## src/rtl/agusec_check_sched_if.sv

```systemverilog
// Request/checker/result bundle shared between the AGU issue ports,
// the pointer-range checker and the LSQ fault path.
interface agusec_check_sched_if #(
    parameter int NREQ = 3,
    parameter int TAGW = 9,
    parameter int CNTW = 16
);
    logic [NREQ-1:0]      req_valid;
    logic [NREQ*64-1:0]   req_ptr;
    logic [NREQ*TAGW-1:0] req_tag;
    logic [NREQ-1:0]      req_ready;

    logic [63:0]          chk_ptr;
    logic                 chk_cin;
    logic                 chk_ok;

    logic                 flush;
    logic                 res_stall;
    logic                 res_valid;
    logic                 res_ok;
    logic [TAGW-1:0]      res_tag;
    logic [1:0]           res_port;

    logic                 fault_valid;
    logic [TAGW-1:0]      fault_tag;
    logic [1:0]           fault_port;
    logic                 fault_clr;
    logic [CNTW-1:0]      viol_cnt;

    // Scheduler side
    modport slave (
        input  req_valid, req_ptr, req_tag, chk_ok, flush, res_stall, fault_clr,
        output req_ready, chk_ptr, chk_cin, res_valid, res_ok, res_tag, res_port,
               fault_valid, fault_tag, fault_port, viol_cnt
    );

    // Requester / checker / consumer side
    modport master (
        output req_valid, req_ptr, req_tag, chk_ok, flush, res_stall, fault_clr,
        input  req_ready, chk_ptr, chk_cin, res_valid, res_ok, res_tag, res_port,
               fault_valid, fault_tag, fault_port, viol_cnt
    );
endinterface

```

## src/rtl/agusec_check_sched.sv

```systemverilog
// Round-robin scheduler sharing one combinational pointer-range checker
// between NREQ AGU ports; registers tagged verdicts and tracks violations.
module agusec_check_sched #(
    parameter int NREQ = 3,
    parameter int TAGW = 9,
    parameter int CNTW = 16
) (
    input  logic                  clk,
    input  logic                  rst,
    agusec_check_sched_if.slave   bus
);
    localparam logic [1:0] LAST_PORT = 2'(NREQ - 1);
    localparam logic [2:0] NREQ_W    = 3'(NREQ);

    logic [63:0]     ptr_arr [NREQ];
    logic [TAGW-1:0] tag_arr [NREQ];

    generate
        for (genvar gi = 0; gi < NREQ; gi++) begin : g_unpack
            assign ptr_arr[gi] = bus.req_ptr[64*gi +: 64];
            assign tag_arr[gi] = bus.req_tag[TAGW*gi +: TAGW];
        end
    endgenerate

    logic [1:0]      rr_ptr_q,      rr_ptr_d;
    logic            res_valid_q,   res_valid_d;
    logic            res_ok_q,      res_ok_d;
    logic [TAGW-1:0] res_tag_q,     res_tag_d;
    logic [1:0]      res_port_q,    res_port_d;
    logic            fault_valid_q, fault_valid_d;
    logic [TAGW-1:0] fault_tag_q,   fault_tag_d;
    logic [1:0]      fault_port_q,  fault_port_d;
    logic [CNTW-1:0] viol_cnt_q,    viol_cnt_d;

    logic            can_issue;
    logic            found;
    logic            grant_ok;
    logic [1:0]      gnt_idx;
    logic [2:0]      cand;
    logic [NREQ-1:0] grant;
    logic            viol;

    // A held result blocks new issue, and nothing is issued while reset is high.
    assign can_issue = ~rst & ~bus.flush & ~(res_valid_q & bus.res_stall);

    // First valid port at or after rr_ptr, wrapping modulo NREQ.
    always_comb begin
        found   = 1'b0;
        gnt_idx = '0;
        cand    = '0;
        for (int k = 0; k < NREQ; k++) begin
            cand = 3'(rr_ptr_q) + 3'(k);
            if (cand >= NREQ_W) begin
                cand = cand - NREQ_W;
            end
            if (!found && bus.req_valid[cand[1:0]]) begin
                found   = 1'b1;
                gnt_idx = cand[1:0];
            end
        end
    end

    assign grant_ok = found & can_issue;
    assign viol     = grant_ok & ~bus.chk_ok;

    always_comb begin
        grant = '0;
        if (grant_ok) begin
            grant[gnt_idx] = 1'b1;
        end
    end

    assign bus.req_ready = grant;
    assign bus.chk_cin   = grant_ok;
    assign bus.chk_ptr   = grant_ok ? ptr_arr[gnt_idx] : 64'd0;

    always_comb begin
        rr_ptr_d      = rr_ptr_q;
        res_valid_d   = 1'b0;
        res_ok_d      = res_ok_q;
        res_tag_d     = res_tag_q;
        res_port_d    = res_port_q;
        fault_valid_d = fault_valid_q;
        fault_tag_d   = fault_tag_q;
        fault_port_d  = fault_port_q;
        viol_cnt_d    = viol_cnt_q;

        if (grant_ok) begin
            res_valid_d = 1'b1;
            res_ok_d    = bus.chk_ok;
            res_tag_d   = tag_arr[gnt_idx];
            res_port_d  = gnt_idx;
            rr_ptr_d    = (gnt_idx == LAST_PORT) ? 2'd0 : gnt_idx + 2'd1;
        end else if (!bus.flush && res_valid_q && bus.res_stall) begin
            res_valid_d = 1'b1;
        end

        if (viol && viol_cnt_q != {CNTW{1'b1}}) begin
            viol_cnt_d = viol_cnt_q + 1'b1;
        end

        // A clear in the same cycle as a new violation re-arms on that violation.
        if (viol && (!fault_valid_q || bus.fault_clr)) begin
            fault_valid_d = 1'b1;
            fault_tag_d   = tag_arr[gnt_idx];
            fault_port_d  = gnt_idx;
        end else if (bus.fault_clr) begin
            fault_valid_d = 1'b0;
        end
    end

    always_ff @(posedge clk) begin
        if (rst) begin
            rr_ptr_q      <= '0;
            res_valid_q   <= 1'b0;
            res_ok_q      <= 1'b0;
            res_tag_q     <= '0;
            res_port_q    <= '0;
            fault_valid_q <= 1'b0;
            fault_tag_q   <= '0;
            fault_port_q  <= '0;
            viol_cnt_q    <= '0;
        end else begin
            rr_ptr_q      <= rr_ptr_d;
            res_valid_q   <= res_valid_d;
            res_ok_q      <= res_ok_d;
            res_tag_q     <= res_tag_d;
            res_port_q    <= res_port_d;
            fault_valid_q <= fault_valid_d;
            fault_tag_q   <= fault_tag_d;
            fault_port_q  <= fault_port_d;
            viol_cnt_q    <= viol_cnt_d;
        end
    end

    assign bus.res_valid   = res_valid_q;
    assign bus.res_ok      = res_ok_q;
    assign bus.res_tag     = res_tag_q;
    assign bus.res_port    = res_port_q;
    assign bus.fault_valid = fault_valid_q;
    assign bus.fault_tag   = fault_tag_q;
    assign bus.fault_port  = fault_port_q;
    assign bus.viol_cnt    = viol_cnt_q;
endmodule

```

## src/flat_wrapper.sv

```systemverilog
// flat-port wrapper written by rule: the top's interface ports become plain ports
module agusec_check_sched_flat 
#(
    parameter int NREQ = 3,
    parameter int TAGW = 9,
    parameter int CNTW = 16
)
  (clk, rst, bus_req_valid, bus_req_ptr, bus_req_tag, bus_chk_ok, bus_flush, bus_res_stall, bus_fault_clr, bus_req_ready, bus_chk_ptr, bus_chk_cin, bus_res_valid, bus_res_ok, bus_res_tag, bus_res_port, bus_fault_valid, bus_fault_tag, bus_fault_port, bus_viol_cnt);
  agusec_check_sched_if #(.NREQ(NREQ), .TAGW(TAGW), .CNTW(CNTW)) bus_i ();
  input  logic clk;
  input  logic rst;
  input wire logic [$bits(bus_i.req_valid)-1:0] bus_req_valid;
  input wire logic [$bits(bus_i.req_ptr)-1:0] bus_req_ptr;
  input wire logic [$bits(bus_i.req_tag)-1:0] bus_req_tag;
  input wire logic [$bits(bus_i.chk_ok)-1:0] bus_chk_ok;
  input wire logic [$bits(bus_i.flush)-1:0] bus_flush;
  input wire logic [$bits(bus_i.res_stall)-1:0] bus_res_stall;
  input wire logic [$bits(bus_i.fault_clr)-1:0] bus_fault_clr;
  output wire logic [$bits(bus_i.req_ready)-1:0] bus_req_ready;
  output wire logic [$bits(bus_i.chk_ptr)-1:0] bus_chk_ptr;
  output wire logic [$bits(bus_i.chk_cin)-1:0] bus_chk_cin;
  output wire logic [$bits(bus_i.res_valid)-1:0] bus_res_valid;
  output wire logic [$bits(bus_i.res_ok)-1:0] bus_res_ok;
  output wire logic [$bits(bus_i.res_tag)-1:0] bus_res_tag;
  output wire logic [$bits(bus_i.res_port)-1:0] bus_res_port;
  output wire logic [$bits(bus_i.fault_valid)-1:0] bus_fault_valid;
  output wire logic [$bits(bus_i.fault_tag)-1:0] bus_fault_tag;
  output wire logic [$bits(bus_i.fault_port)-1:0] bus_fault_port;
  output wire logic [$bits(bus_i.viol_cnt)-1:0] bus_viol_cnt;
  assign bus_i.req_valid = bus_req_valid;
  assign bus_i.req_ptr = bus_req_ptr;
  assign bus_i.req_tag = bus_req_tag;
  assign bus_i.chk_ok = bus_chk_ok;
  assign bus_i.flush = bus_flush;
  assign bus_i.res_stall = bus_res_stall;
  assign bus_i.fault_clr = bus_fault_clr;
  assign bus_req_ready = bus_i.req_ready;
  assign bus_chk_ptr = bus_i.chk_ptr;
  assign bus_chk_cin = bus_i.chk_cin;
  assign bus_res_valid = bus_i.res_valid;
  assign bus_res_ok = bus_i.res_ok;
  assign bus_res_tag = bus_i.res_tag;
  assign bus_res_port = bus_i.res_port;
  assign bus_fault_valid = bus_i.fault_valid;
  assign bus_fault_tag = bus_i.fault_tag;
  assign bus_fault_port = bus_i.fault_port;
  assign bus_viol_cnt = bus_i.viol_cnt;
  agusec_check_sched #(.NREQ(NREQ), .TAGW(TAGW), .CNTW(CNTW)) u_core (.clk(clk), .rst(rst), .bus(bus_i));
endmodule
```

## config.mk

```make
export PLATFORM = sky130hd
export DESIGN_NAME = agusec_check_sched_flat
export DESIGN_NICKNAME = d
export VERILOG_FILES = /design/src/rtl/agusec_check_sched_if.sv /design/src/rtl/agusec_check_sched.sv /design/src/flat_wrapper.sv
export SDC_FILE = /design/constraint.sdc
export NUM_CORES = 1
export LEC_CHECK = 0
export ABC_AREA = 0
export CAP_MARGIN = 20
export CORE_AREA = 4 4 130 132
export DETAILED_ROUTE_END_ITERATION = 8
export DIE_AREA = 0 0 134 136
export PLACE_DENSITY = 0.74
export SLEW_MARGIN = 15
export SYNTH_ARGS = -nofsm -noshare
export SYNTH_HDL_FRONTEND = slang
export SYNTH_SLANG_ARGS = --single-unit
```

## constraint.sdc

```tcl
create_clock -name clk -period 7.2 [get_ports clk]
set_clock_uncertainty 0.15 [all_clocks]
set_input_delay 1.08 -clock clk [delete_from_list [all_inputs] [get_ports clk]]
set_output_delay 1.08 -clock clk [all_outputs]
set_load 0.01 [all_outputs]
```

==> results.yml, run 1 <==
timing:
  rsz0062_at_grt: "no"
  max_freq_ghz: 0.172
  min_period_ps: 5830
  tns_ps: 0
  hold_viol_final: 0
  min_period_over_period_pct: 81.0
  drv_slew: 0
  setup_viol: 0
  worst_pin_slew_ps: 1070
  slew_headroom_pct: 28.9
  timing.final.ws_setup_ps: 1370
global_routing:
  grt_usage_pct: 19.9
  grt_pass1_vias: 5308
  overflow: 0
  grt_first_pass_wirelength_um: 29700
  antenna_found_initial: 0
  grt_max_degree: 67
synthesis:
  synth_compound_area_share_pct: 38.1
  syn_area_per_cell_um2: 6.82
  yosys-top-cells-area: "dfxtp_1, a311oi_1, nand2_1"
  syn-num-nets: 795
  synth_area_um2: 3830
  synth_top_family_by_area: "compound AO/OA/AOI/OAI gates"
  yosysWarnings: 0
  ys_types: 47
  yosysSeqAreaShare_pct: 22.4
  syn_inst: 562
  synthSimpleGateAreaFrac_pct: 25.9
  synth_top_cell_area_share_pct: 22.4
  yosysMostFrequentCell: "nand2_1"
  synth_edf_count: 0
  synth_flop_cell: "dfxtp_1"
  synth_adder_area_share_pct: 1.63
  yosysTopAreaCell: "dfxtp_1"
  async_reset_ff_share_pct: 0
  synth-xor-area-share_pct: 0
  muxShareOfSynthArea_pct: 4.63
  yosys-top-cells-count: "nand2_1, a21oi_1, a311oi_1"
  ys_seq_elements: 43
setup_path:
  crit_chain: "clkdlybuf4s50_1, inv_1, o41ai_1, o221a_2, nor2_4, buf_4, a311oi_1, clkdlybuf4s50_1"
  critPathKind: "in -> out"
  crit_arrival_ps: 4600
  cp_max_fo: 65
  slowest_stage: "o41ai_1"
  cp-start-kind: "primary input"
  crit_top_cell: "clkdlybuf4s50_1"
  cp_slowest_stage_delay_ps: 720
  rr_worst_depth: 9
  cp-end-kind: "output port"
  crit_required_ps: 5970
floorplan:
  io_pins: 337
  core_area_um2: 15700
  die-area_um2: 18200
  die_h_um: 136
  initial_utilization_pct: 24.4
  num_rows: 46
  die_w_um: 134
placement:
  dpl_cell_area_um2: 7350
  place_ws_ps: 1390
  dp_hpwl_um: 15300
  routabilityCongestion: 0.837
  port_buffers: 336
clock_tree:
  clock_latency_ps: 280
  cts_sinks: 43
  clockRootBuffer: "clkbuf_16"
  h-tree-depth: 2
  numCtsBuffers: 5
  post_cts_buffers: 0
  cts_resized: 0
  hold_buffers: 0
  cts.reportedPaths.clkPinSlew_ps: 70
  cts_tree: "yes"
  clk_path_buf_depth: 2
finish:
  diodes: 0
  drive_above_1_share_pct: 3.51
  fin_area_um2: 7560
  final_nets: 1086
  area_growth_pct: 97.0
detailed_routing:
  dr.pass1.iters: 5
  first_iter_violations: 307
  routed_via_density: 5.23
  drtAntennaViolNets: 0
  wl_um: 20200
  wl_per_cell_um: 18.9
  drcViolationCount: 0
  dr_total_vias: 5592
power:
  leakage_nw: 2.65
  worst_ir_drop_vdd_uv: 154
  p_per_area_nw_per_um2: 237
hold_path:
  hp-class: "reg -> reg"
  worstHoldPathCells: 2
flow_run:
  drv_cap: 0
outcome:
  status: "completed"
## logic make-up (layout without fill, tap and decap cells)
logic type | Yosys count | count (layout)
flip-flops | 43 | 43
buffers and inverters | 70 | 362
AND/OR/NAND/NOR | 219 | 219
adder cells (fa/ha/maj) | 5 | 5
AO/OA/AOI/OAI | 208 | 208
multiplexers | 17 | 17
## state kept, by name, summed over array words and instances (netlist names)
signal / flops
u_core.bus.viol_cnt: 16
u_core.bus.fault_port: 2
u_core.rr_ptr_q: 2
u_core.bus.res_tag: 9
u_core.bus.fault_valid: 1
u_core.bus.res_ok: 1
u_core.bus.res_valid: 1
u_core.bus.fault_tag: 9
u_core.bus.res_port: 2
## worst max-delay path: cells and delay by family
kind / cells / cell delay, ps
AOI/OAI and AO/OA: 3 / 1780
buffers and inverters: 4 / 1660
and+or+nand+nor: 1 / 30
## routing by layer
layer / track usage, % / wire (um) / share of wire (%)
met2: 33.5 / 9650 / 48
met5: 0 / 0 / 0
met4: 5.71 / 505 / 2.5
met1: 25.8 / 8370 / 41
met3: 4.37 / 1710 / 8.5
## layout make-up
cell class	instances	area [um2]
clock buffer	5	125
clock inverter	3	71.3
fill	1530	8160
inverter	7	26.3
multi-input combinational	449	2760
sequential	43	861
tap	216	270
timing repair buffer	347	3450
## metrics by stage
stage | hold WS (ps) | util [%] | std cells | power [mW]
floorplan | 315 | - | 562 | 0.938
global placement | 318 | 46.8 | 1062 | 1.48
detailed placement | 321 | 46.8 | 1062 | 1.49
CTS | 332 | 48.0 | 1070 | 1.79
global route | 353 | 48.1 | 1070 | 1.90
finish | 328 | 48.1 | 1070 | 1.79
## cells in the final DEF, fill, tap and decap left out, types with 10 or more instances in the layout
cell type and instances:
o221ai_1 18, mux2i_1 14, nand3_1 28, or4_1 10, o21ai_0 18, a21oi_1 75
buf_4 11, a311oi_1 64, clkdlybuf4s50_1 336, dfxtp_1 43, nand2_1 138
## where the power goes
part           leakage [nW]  switching, mW  internal, mW
Sequential            0.350         0.0254         0.274
Combinational          2.21          0.666         0.519
Clock                0.0959          0.101         0.201
## worst paths after layout
check                      from                     to  slack, ps
max            bus_req_valid[0]        bus_chk_ptr[61]       1370
min           u_core.bus.res_ok      u_core.bus.res_ok        330
max reg2reg  u_core.rr_ptr_q[1]  u_core.bus.res_tag[2]       3460
min reg2reg   u_core.bus.res_ok      u_core.bus.res_ok        330
No activity file was read; power rests on OpenSTA's default activity.
==> inputs of run 2 (changes only) <==
Settings changed: CORE_AREA 4 4 130 132 to 4 4 127 129, DIE_AREA 0 0 134 136 to 0 0 131 133, PLACE_DENSITY 0.74 to 0.79.
Clock period 7.2 ns to 5.1 ns, I/O delays scaled along.
==> run 2 against run 1 <==
  * Combinational power grew 48%
  * Clock power grew 43%
  * Largest cell class unchanged
  * First-iteration DRC count grew 26%
  * Count of clock-buffer cells in the layout stayed put
==> results.yml, run 2 (same netlist as run 1, synthesis figures left out) <==
outcome:
  status: "completed"
floorplan:
  io_pins: 337
  die-area_um2: 17400
  die_w_um: 131
  die_h_um: 133
  initial_utilization_pct: 25.5
  core_area_um2: 15000
  num_rows: 45
clock_tree:
  cts_resized: 0
  clock_latency_ps: 290
  hold_buffers: 0
  post_cts_buffers: 0
  cts.reportedPaths.clkPinSlew_ps: 70
  clk_path_buf_depth: 2
  numCtsBuffers: 5
  clockRootBuffer: "clkbuf_16"
  cts_sinks: 43
  cts_tree: "yes"
  h-tree-depth: 2
placement:
  dp_hpwl_um: 16300
  dpl_cell_area_um2: 7440
  port_buffers: 336
  routabilityCongestion: 0.876
  place_ws_ps: 437
  dpl.cell_count: 1042
finish:
  drive_above_1_share_pct: 4.41
  final_cell_mix: "clkdlybuf4s50_1, nand2_1, a21oi_1"
  finalNonFillerCells: 1051
  area_growth_pct: 99.4
  largest_reg_flops: 16
  fin_area_um2: 7650
  final_nets: 1094
  layout_commonest_cell: "clkdlybuf4s50_1"
setup_path:
  crit_top_cell: "clkdlybuf4s50_1"
  timing.rr.start: "u_core.rr_ptr_q[0]"
  cp-start-kind: "primary input"
  slowest_stage: "clkdlybuf4s50_1"
  crit_arrival_ps: 3810
  cp_slowest_stage_delay_ps: 610
  crit_start: "bus_req_valid[2]"
  crit_chain: "clkdlybuf4s50_1, mux2i_1, o21ai_1, o221ai_4, buf_4, a21oi_1, a311oi_1, clkdlybuf4s50_1"
  crit_required_ps: 4180
  cp_max_fo: 31
  cp-end-kind: "output port"
  critPathKind: "in -> out"
detailed_routing:
  drtAntennaViolNets: 0
  drcViolationCount: 0
  first_iter_violations: 386
  dr.pass1.iters: 4
  wl_per_cell_um: 20.0
  dr_total_vias: 5712
  routed_via_density: 5.43
  wl_um: 21000
timing:
  tns_ps: 0
  min_period_over_period_pct: 92.7
  rsz0062_at_grt: "no"
  timing.final.ws_setup_ps: 373
  min_period_ps: 4730
  worst_pin_slew_ps: 1010
  hold_viol_final: 0
  slew_headroom_pct: 32.7
  setup_viol: 0
  max_freq_ghz: 0.212
  whs_ps: 314
  drv_slew: 0
global_routing:
  antenna_found_initial: 5
  grt_max_degree: 67
  overflow: 0
  grt_usage_pct: 21.6
  grt_first_pass_wirelength_um: 30000
  grt_pass1_vias: 5308
hold_path:
  worstHoldStart: "u_core.bus.res_ok"
  hp-class: "reg -> reg"
power:
  leakage_nw: 2.72
  worst_ir_drop_vdd_uv: 193
  p_per_area_nw_per_um2: 341
flow_run:
  drv_cap: 0
## run 2: report_power, final
part / internal (mW) / switching [mW] / leakage (nW) / total [mW]
combinational: 0.798 / 0.962 / 2.27 / 1.76
sequential: 0.387 / 0.0312 / 0.350 / 0.418
clock: 0.284 / 0.147 / 0.0959 / 0.431
## run 2: area by class of cell
class | count | area (um2)
timing repair buffer | 355 | 3570
tap | 188 | 235
clock buffer | 5 | 125
antenna | 1 | 2.50
inverter | 7 | 26.3
clock inverter | 3 | 71.3
fill | 1427 | 7390
multi-input combinational | 449 | 2760
sequential | 43 | 861
## run 2: metrics by stage
stage / total power [mW] / utilization, %
6_report: 2.61 / 50.9
5_1_grt: 2.76 / 50.9
4_1_cts: 2.62 / 50.8
3_5_place_dp: 2.18 / 49.5
3_3_place_gp: 2.18 / 49.5
2_1_floorplan: 1.32 / -
## run 2: path summary, 6_finish.rpt
check / slack [ps] / depth (start not counted) / end
worst max-delay path: 370 / 8 / bus_chk_ptr[44]
worst min-delay path: 310 / 2 / u_core.bus.res_ok
worst max register to register: 1850 / 6 / u_core.bus.viol_cnt[8]
worst min register to register: 310 / 2 / u_core.bus.res_ok
## run 2: metal layers
metal / vias up / track usage (%) / part of all wire, %
met1: 2618 / 27.4 / 40
met4: 8 / 4.51 / 1.5
met5: - / 0 / 0.29
met3: 27 / 6.90 / 11
met2: 301 / 35.8 / 47
li1: 2758 / - / -
## run 2: worst max-delay path, delay by kind of cell
| kind | cells | cell delay [ps] |
|---|---|---|
| buffers and inverters | 3 | 1530 |
| AO/OA/AOI/OAI | 4 | 1230 |
| multiplexers | 1 | 260 |
==> inputs of run 3 (changes only) <==
Settings changed: CELL_PAD_IN_SITES_DETAIL_PLACEMENT from default to 1, CELL_PAD_IN_SITES_GLOBAL_PLACEMENT from default to 2, CORE_AREA 4 4 127 129 to default, CORE_MARGIN from default to 4, CORE_UTILIZATION from default to 13, DIE_AREA 0 0 131 133 to default, PLACE_DENSITY 0.79 to 0.85.
==> run 3 against run 2 <==
  * Die area increased by 85%
  * Highest routed layer is now met4
  * Critical endpoint is now bus_chk_ptr[25]
  * Combinational power up 3%
  * Core utilization is 24 points lower
  * Critical path depth did not move
  * Cell area up 1.9%
  * Flip-flop and latch count stayed put
  * Maximum frequency fell by 1.1%
  * Register-to-register slack got worse by 20 ps
  * Via count grew 0.70%
==> results.yml, run 3 (same netlist as run 1, synthesis figures left out) <==
outcome:
  status: "completed"
power:
  netSwitchingFraction_pct: 47.1
  p_per_area_nw_per_um2: 327
  seqPwrFrac_pct: 16.6
  worst_ir_drop_vdd_uv: 226
  p_comb_share_pct: 70.9
  leakage_nw: 2.65
  p_clk_share_pct: 12.6
  p_int_mw: 1.35
  p_sw_mw: 1.20
timing:
  tns_ps: 0
  min_period_ps: 4780
  setup_viol: 0
  slew_headroom_pct: 30.8
  drv_slew: 0
  max_freq_ghz: 0.209
  rsz0062_at_grt: "no"
  min_period_over_period_pct: 93.7
  worst_pin_slew_ps: 1040
  hold_viol_final: 0
finish:
  final_nets: 1090
  final_cell_mix: "clkdlybuf4s50_1, nand2_1, a21oi_1"
  finalNonFillerCells: 1242
  largest_reg_flops: 16
  drive_above_1_share_pct: 3.85
  layout_commonest_cell: "clkdlybuf4s50_1"
  area_growth_pct: 103
clock_tree:
  cts.reportedPaths.clkPinSlew_ps: 60
  clk_path_buf_depth: 2
  clock_latency_ps: 280
  post_cts_buffers: 0
  hold_buffers: 0
  cts_tree: "yes"
  h-tree-depth: 2
  numCtsBuffers: 5
  clockRootBuffer: "clkbuf_16"
  cts_resized: 0
  cts_sinks: 43
setup_path:
  cp-end-kind: "output port"
  rrSetupSlack_ps: 1830
  crit_required_ps: 4180
  critPathKind: "in -> out"
  timing.rr.start: "u_core.rr_ptr_q[1]"
  crit_arrival_ps: 3860
  cp-start-kind: "primary input"
  cp_max_fo: 42
  crit_chain: "clkdlybuf4s50_1, mux2i_1, o21ai_1, o221a_2, nor2_4, buf_12, a311oi_1, clkdlybuf4s50_1"
  crit_family: "buffers and inverters"
  slowest_stage: "nor2_4"
  worst-path-buf-inv: 3
  crit_top_cell: "clkdlybuf4s50_1"
  rr_endpoint: "u_core.bus.viol_cnt[8]"
  rr_worst_depth: 7
  cp_slowest_stage_delay_ps: 580
floorplan:
  io_pins: 337
  die_h_um: 180
  die_w_um: 180
  die-area_um2: 32300
  core_area_um2: 28900
  initial_utilization_pct: 13.3
  num_rows: 62
hold_path:
  worstHoldPathCells: 2
  worstHoldStart: "u_core.bus.res_ok"
  hold_end: "u_core.bus.res_ok"
  hp-class: "reg -> reg"
global_routing:
  grt_first_pass_wirelength_um: 37100
  overflow: 0
  grt_usage_pct: 14.3
  grt_max_degree: 67
  grt_pass1_vias: 5791
  antenna_found_initial: 1
detailed_routing:
  drtAntennaViolNets: 0
  dr_total_vias: 5752
  first_iter_violations: 315
  dr.pass1.iters: 5
  drcViolationCount: 0
  routed_via_density: 4.63
  wl_per_cell_um: 20.0
  wl_um: 24800
placement:
  dpl.cell_count: 1234
  dp_hpwl_um: 19000
  routabilityCongestion: 0.887
  port_buffers: 336
flow_run:
  drv_cap: 0
## run 3: changes by cell type in the layout (fill, tap and decap cells not counted)
cell,delta
inv_8,-1
clkbuf_8,+1
buf_4,-3
clkinv_2,+1
nor3_2,+1
nor3_4,-1
bufinv_16,-2
buf_12,-1
## run 3: stage by stage
stage	utilization, %	hold WS [ps]	power, mW	worst slack, ps	instance area [um2]
floorplan	-	315	1.32	1680	3830
global route	26.9	356	2.72	160	7790
finish	26.9	326	2.55	323	7790
global placement	26.4	301	2.25	461	7640
detailed placement	26.4	314	2.25	366	7640
CTS	26.9	327	2.58	357	7790
## run 3: how the worst max path moves through the flow
stage / from / cells after the start / endpoint
finish: bus_req_valid[2] / 8 / bus_chk_ptr[25]
global route: u_core.rr_ptr_q[1] / 9 / bus_chk_ptr[47]
CTS: bus_req_valid[2] / 8 / bus_chk_ptr[47]
detailed placement: bus_req_valid[2] / 8 / bus_chk_ptr[47]
global placement: bus_req_valid[0] / 8 / bus_chk_ptr[31]
floorplan: u_core.rr_ptr_q[0] / 10 / bus_chk_ptr[23]
## run 3: area by class of cell
| type | instances | area (um2) |
|---|---|---|
| inverter | 7 | 26.3 |
| clock buffer | 6 | 139 |
| fill | 3468 | 21100 |
| tap | 384 | 480 |
| timing repair buffer | 351 | 3530 |
| multi-input combinational | 449 | 2750 |
| antenna | 1 | 2.50 |
| clock inverter | 1 | 5.00 |
| sequential | 43 | 861 |
## run 3: power by group through the flow
stage	sequential (mW)	combinational, mW	clock, mW
floorplan	0.443	0.882	0
global placement	0.428	1.82	0
detailed placement	0.429	1.82	0
CTS	0.424	1.83	0.329
global route	0.429	1.95	0.346
finish	0.423	1.81	0.320
## run 3: worst reg2reg max path, cell delays in order, from the launching register on
cell and delay, ps:
dfxtp_1 340, inv_1 90, ha_1 470, mux2i_1 240, mux2_4 370, a311o_1 710, nor4_1 440, mux2_2 370
## run 3: metal layers
metal | global-route usage [%] | wire [um] | part of all wire [%]
met5 | 0 | 0 | 0
met2 | 24.2 | 12100 | 48
met4 | 2.80 | 334 | 1.3
met3 | 2.41 | 1440 | 5.8
met1 | 19.4 | 11000 | 44
